<file path="src/rtl/otter_ctrl_fsm.sv">
// otter_ctrl_fsm: multicycle control unit for the Otter MCU.
// Sequences FETCH -> EXEC (-> WRITEBACK for loads) and decodes the
// instruction register into ALU, mux-select and strobe signals for the datapath.
// Optional interrupt support is compiled in with the OTTER_INTR_EN macro.
module otter_ctrl_fsm #(
    parameter int RESET_STATE_ONLY = 0
) (
    input  logic        clk,
    input  logic        rst_n,
    input  logic [31:0] ir,
    input  logic        br_eq,
    input  logic        br_lt,
    input  logic        br_ltu,
`ifdef OTTER_INTR_EN
    input  logic        intr,
    output logic        int_taken,
`endif
    output logic        pc_write,
    output logic        reg_write,
    output logic        mem_rden1,
    output logic        mem_rden2,
    output logic        mem_we2,
    output logic [3:0]  alu_fun,
    output logic        srcA_sel,
    output logic [1:0]  srcB_sel,
    output logic [2:0]  pc_sel,
    output logic [1:0]  rf_wr_sel,
    output logic [1:0]  state_o
);

    typedef enum logic [1:0] {
        FETCH     = 2'd0,
        EXEC      = 2'd1,
        WRITEBACK = 2'd2,
        INTR      = 2'd3
    } state_t;

    localparam logic [6:0] OPC_OP     = 7'b0110011;
    localparam logic [6:0] OPC_OPIMM  = 7'b0010011;
    localparam logic [6:0] OPC_LUI    = 7'b0110111;
    localparam logic [6:0] OPC_AUIPC  = 7'b0010111;
    localparam logic [6:0] OPC_JAL    = 7'b1101111;
    localparam logic [6:0] OPC_JALR   = 7'b1100111;
    localparam logic [6:0] OPC_BRANCH = 7'b1100011;
    localparam logic [6:0] OPC_LOAD   = 7'b0000011;
    localparam logic [6:0] OPC_STORE  = 7'b0100011;
`ifdef OTTER_INTR_EN
    localparam logic [31:0] IR_MRET   = 32'h30200073;
`endif

    state_t state;
    state_t next_state;

    logic [6:0] opcode;
    logic [2:0] funct3;
    logic       f7b;
    logic       br_taken;
    logic       end_of_instr_intr;
    logic       unused_ir;

    assign opcode  = ir[6:0];
    assign funct3  = ir[14:12];
    assign f7b     = ir[30];
    assign state_o = state;

    // Bits of ir that only matter to the datapath (register indices, immediates).
    assign unused_ir = ^{ir[31], ir[29:15], ir[11:7]};

`ifdef OTTER_INTR_EN
    assign end_of_instr_intr = intr;
`else
    assign end_of_instr_intr = 1'b0;
`endif

    // Branch condition select from funct3; funct3 010/011 never branch.
    always_comb begin
        br_taken = 1'b0;
        case (funct3)
            3'b000:  br_taken = br_eq;
            3'b001:  br_taken = ~br_eq;
            3'b100:  br_taken = br_lt;
            3'b101:  br_taken = ~br_lt;
            3'b110:  br_taken = br_ltu;
            3'b111:  br_taken = ~br_ltu;
            default: br_taken = 1'b0;
        endcase
    end

    // State register; reset lands in FETCH, aborting any instruction in flight.
    always_ff @(posedge clk) begin
        if (!rst_n || (RESET_STATE_ONLY != 0)) begin
            state <= FETCH;
        end else begin
            state <= next_state;
        end
    end

    // Next-state and decode outputs; everything is forced to 0 while in reset.
    always_comb begin
        next_state = state;
        pc_write   = 1'b0;
        reg_write  = 1'b0;
        mem_rden1  = 1'b0;
        mem_rden2  = 1'b0;
        mem_we2    = 1'b0;
        alu_fun    = 4'b0000;
        srcA_sel   = 1'b0;
        srcB_sel   = 2'd0;
        pc_sel     = 3'd0;
        rf_wr_sel  = 2'd0;
`ifdef OTTER_INTR_EN
        int_taken  = 1'b0;
`endif

        case (state)
            FETCH: begin
                mem_rden1  = 1'b1;
                next_state = EXEC;
            end

            EXEC: begin
                next_state = end_of_instr_intr ? INTR : FETCH;
                case (opcode)
                    OPC_OP: begin
                        alu_fun   = {f7b, funct3};
                        srcB_sel  = 2'd0;
                        rf_wr_sel = 2'd3;
                        reg_write = 1'b1;
                        pc_write  = 1'b1;
                    end
                    OPC_OPIMM: begin
                        alu_fun   = {(funct3 == 3'b101) ? f7b : 1'b0, funct3};
                        srcB_sel  = 2'd1;
                        rf_wr_sel = 2'd3;
                        reg_write = 1'b1;
                        pc_write  = 1'b1;
                    end
                    OPC_LUI: begin
                        alu_fun   = 4'b1001;
                        srcA_sel  = 1'b1;
                        rf_wr_sel = 2'd3;
                        reg_write = 1'b1;
                        pc_write  = 1'b1;
                    end
                    OPC_AUIPC: begin
                        alu_fun   = 4'b0000;
                        srcA_sel  = 1'b1;
                        srcB_sel  = 2'd3;
                        rf_wr_sel = 2'd3;
                        reg_write = 1'b1;
                        pc_write  = 1'b1;
                    end
                    OPC_JAL: begin
                        pc_sel    = 3'd3;
                        rf_wr_sel = 2'd0;
                        reg_write = 1'b1;
                        pc_write  = 1'b1;
                    end
                    OPC_JALR: begin
                        pc_sel    = 3'd1;
                        rf_wr_sel = 2'd0;
                        reg_write = 1'b1;
                        pc_write  = 1'b1;
                    end
                    OPC_BRANCH: begin
                        pc_sel   = br_taken ? 3'd2 : 3'd0;
                        pc_write = 1'b1;
                    end
                    OPC_LOAD: begin
                        alu_fun    = 4'b0000;
                        srcB_sel   = 2'd1;
                        mem_rden2  = 1'b1;
                        next_state = WRITEBACK;
                    end
                    OPC_STORE: begin
                        alu_fun  = 4'b0000;
                        srcB_sel = 2'd2;
                        mem_we2  = 1'b1;
                        pc_write = 1'b1;
                    end
                    default: begin
                        pc_write = 1'b1;
                        pc_sel   = 3'd0;
`ifdef OTTER_INTR_EN
                        if (ir == IR_MRET) begin
                            pc_sel = 3'd5;
                        end
`endif
                    end
                endcase
            end

            WRITEBACK: begin
                reg_write  = 1'b1;
                rf_wr_sel  = 2'd2;
                pc_write   = 1'b1;
                pc_sel     = 3'd0;
                next_state = end_of_instr_intr ? INTR : FETCH;
            end

            default: begin
`ifdef OTTER_INTR_EN
                int_taken = 1'b1;
                pc_sel    = 3'd4;
                pc_write  = 1'b1;
`endif
                next_state = FETCH;
            end
        endcase

        if (!rst_n) begin
            pc_write  = 1'b0;
            reg_write = 1'b0;
            mem_rden1 = 1'b0;
            mem_rden2 = 1'b0;
            mem_we2   = 1'b0;
            alu_fun   = 4'b0000;
            srcA_sel  = 1'b0;
            srcB_sel  = 2'd0;
            pc_sel    = 3'd0;
            rf_wr_sel = 2'd0;
`ifdef OTTER_INTR_EN
            int_taken = 1'b0;
`endif
        end
    end

endmodule
</file>
<file path="config.mk">
export PLATFORM = sky130hd
export DESIGN_NAME = otter_ctrl_fsm
export DESIGN_NICKNAME = d
export VERILOG_FILES = /design/src/rtl/otter_ctrl_fsm.sv
export SDC_FILE = /design/constraint.sdc
export NUM_CORES = 1
export LEC_CHECK = 0
export ABC_CLOCK_PERIOD_IN_PS = 4700
export BUFFER_PORTS_ARGS = -buffer_cell sky130_fd_sc_hd__buf_2
export CORE_AREA = 2 2 39 41
export CTS_CLUSTER_DIAMETER = 30
export DETAILED_ROUTE_END_ITERATION = 12
export DIE_AREA = 0 0 41 43
export PLACE_DENSITY = 0.81
export SLEW_MARGIN = 20
export SYNTH_ARGS = -nofsm -noshare
export SYNTH_HDL_FRONTEND = slang
export SYNTH_SLANG_ARGS = --single-unit
</file>
<file path="constraint.sdc">
create_clock -name clk -period 4.7 [get_ports clk]
set_input_delay 1.175 -clock clk [delete_from_list [all_inputs] [get_ports clk]]
set_output_delay 1.175 -clock clk [all_outputs]
set_load 0.01 [all_outputs]
</file>
==> results_dict.tcl <==
set metrics [dict create \
    netlist_instances 59 \
    place.port_buffers 33 \
    grt_pass1_wl_um 1720 \
    reg2reg_depth 4 \
    pwr-share-seq_pct 21.6 \
    r2r_start "state_o[1]" \
    syn-num-nets 99 \
    place_area_sq_um 576 \
    cts_tree "built" \
    p_int_uw 58.4 \
    num_io_pins 56 \
    slew_violations 0 \
    cellLeakagePower_uw 0.000322 \
    yosysSeqAreaShare_pct 9.67 \
    cp.required_ps 3520 \
    fin_tns_setup_ps 0 \
    grt_usage_pct 13.6 \
    maxCapViolations 0 \
    first_pass_iters 4 \
    r2r-end "state_o[1]" \
    clkPwrFrac_pct 46.0 \
    synth.distinct_cells 32 \
    grt_remaining_overflow 0 \
    antenna_found_initial 0 \
    rrSetupSlack_ps 3640 \
    rows 14 \
    period_needed_ps 3620 \
    avgSynthCellArea_sq_um 7.02 \
    grt_start_max_net_pins 12 \
    hold_start "state_o[1]" \
    nets 134 \
    p_per_area_nw_per_um2 142 \
    start_util_pct 29.9 \
    critical_path_class "input pin to output port" \
    rsz0062_at_grt "false" \
    routedWlPerCell_um 10.7 \
    outcome "complete, no violations" \
    cts_sinks 2 \
    die-area_sq_um 1760 \
    max-vdd-ir-drop_mv 0.0941 \
    vias 546 \
    cts_buffer_depth 2 \
    worst_setup_path_end_kind "output port" \
    post-dp-hpwl_um 954 \
    area_delta_synth_final_pct 44.4 \
    vias_per_cell 5.06 \
    largest_register_ffs 2 \
    ys_ff_latch 2 \
    coreArea_sq_um 1380 \
    dp_cells 105 \
    fin_area_sq_um 598 \
    max_freq_mhz 276 \
    hold_class "register to register" \
    grt_pass1_vias 471 \
    cts_resized 0 \
    dieHeight_um 43 \
    hold_viol 0 \
    die_w_um 41 \
    critPathMaxFanout 11 \
    clock_latency_ps 230 \
    cts_max_level 1 \
    n_antenna_cell 0 \
    p_sw_uw 26.7 \
    finalCritPeriodShare_pct 77.1 \
    drive_gt1_share_pct 44.6 \
    ys_warn_count 0 \
    drc 0 \
    min_to "state_o[0]" \
    whs_ps 697 \
    drtIter0Drc 8 \
    clockRootBuffer "clkbuf_4" \
    numCtsBuffers 3 \
    routed_wl_um 1150 \
    swShare_pct 31.4 \
    ant_nets 0 \
    crit_arrival_ps 2450 \
    skew_ps 2.13 \
    synth_area_sq_um 414 \
    dpl_worst_slack_ps 1070 \
    pwr-share-comb_pct 32.4 \
    worstHoldPathCells 3 \
    cp-startpoint "ir[2]" \
    postCtsSetupBuffers 0 \
    stdcell_count 108 \
    postCtsHoldBufs 0 \
    setup_ws_ps 1080 \
    start_kind "input pin" \
    finalSetupViolCount 0 \
    gp_congestion 0.743 \
    clk_pin_slew_ps 30 \
]
how the worst max path moves through the flow:
stage	to	slack (ps)	depth (start not counted)
floorplan	srcB_sel[1]	1200	3
CTS	srcB_sel[1]	1080	5
global route	srcB_sel[1]	1010	5
finish	srcB_sel[1]	1080	5
global placement	srcB_sel[1]	1070	5
detailed placement	srcB_sel[1]	1070	5
cell usage after synthesis:
| cell | number | share of area [%] |
|---|---|---|
| nor2_1 | 7 | 6.3 |
| xor2_1 | 1 | 2.1 |
| a31oi_1 | 1 | 1.5 |
| mux2_2 | 1 | 2.7 |
| ha_1 | 3 | 9.1 |
| buf_2 | 1 | 1.2 |
| nand3_1 | 2 | 2.4 |
| mux2i_1 | 2 | 4.8 |
| inv_1 | 5 | 4.5 |
| nand4_1 | 1 | 1.5 |
| or4_4 | 1 | 2.7 |
| nor3_1 | 3 | 3.6 |
| a211oi_1 | 1 | 1.8 |
| or3_1 | 1 | 1.5 |
| buf_4 | 1 | 1.8 |
| and4bb_2 | 2 | 6.0 |
| or2_1 | 1 | 1.5 |
| nor3b_1 | 3 | 5.4 |
| o22ai_1 | 1 | 1.5 |
| a21oi_1 | 1 | 1.2 |
| o311a_1 | 1 | 2.4 |
| buf_6 | 1 | 2.7 |
| a2111oi_0 | 1 | 2.1 |
| nand2_1 | 7 | 6.3 |
| nor4_1 | 1 | 1.5 |
| and4_1 | 1 | 2.1 |
| o31a_1 | 1 | 2.1 |
| and2_2 | 1 | 1.8 |
| or4_1 | 1 | 1.8 |
| and2_1 | 2 | 3.0 |
| dfxtp_1 | 2 | 9.7 |
| conb_1 | 1 | 0.91 |
through the flow:
step | util [%] | power (uW)
floorplan | - | 34.9
global placement | 41.6 | 45.2
detailed placement | 41.6 | 46.2
CTS | 43.2 | 86.7
global route | 43.2 | 91.3
finish | 43.2 | 85.1
metal layers:
metal	routed length (um)	share of wire [%]	GRT usage [%]
met1	520	45	14.6
met2	535	46	24.4
met4	0	0	4.00
met3	98	8.5	3.14
met5	0	0	0
power by group through the flow:
stage / clock, uW / sequential (uW) / combinational, uW
floorplan: 0 / 18.7 / 16.2
global placement: 0 / 18.4 / 26.8
detailed placement: 0 / 18.6 / 27.7
CTS: 40.6 / 18.3 / 27.8
global route: 41.7 / 18.5 / 31.1
finish: 39.1 / 18.4 / 27.6
placed cells by master, fill, tap and decap left out:
cell type,instances
nand3_1,2
nor3_1,3
clkbuf_4,3
nand4_1,1
and4_1,1
or2_1,1
mux2i_1,2
nor3b_1,3
o22ai_1,1
xor2_1,1
a31oi_1,1
buf_2,33
a211oi_1,1
nor2_1,7
o31a_1,1
and2_1,2
dfxtp_1,2
or4_1,1
or3_1,1
nor4_1,1
nand2_1,7
a21oi_1,1
and4bb_2,2
inv_1,5
o311a_1,1
and2_2,1
or4_4,1
conb_1,1
mux2_2,1
ha_1,3
a2111oi_0,1
logic make-up (layout without fill, tap and decap cells):
logic type,Yosys count,in the layout,share of synthesized area [%]
AO/OA/AOI/OAI,7,7,12.7
multiplexers,3,3,7.55
other,1,1,0.905
flip-flops,2,2,9.67
XOR/XNOR,1,1,2.12
AND/OR/NAND/NOR,34,34,47.7
buffers and inverters,8,41,10.3
adder cells (fa/ha/maj),3,3,9.06
critical path: stages:
cell       delay (ps)
buf_2             190
inv_1             120
or3_1             380
a2111oi_0         380
buf_2             200
area by class of cell:
class,instances,area (sq um)
fill,151,786
clock buffer,3,22.5
multi-input combinational,49,332
timing repair buffer,33,165
inverter,5,18.8
tap,16,20.0
sequential,2,40.0
(Power assumes the default switching activity.)
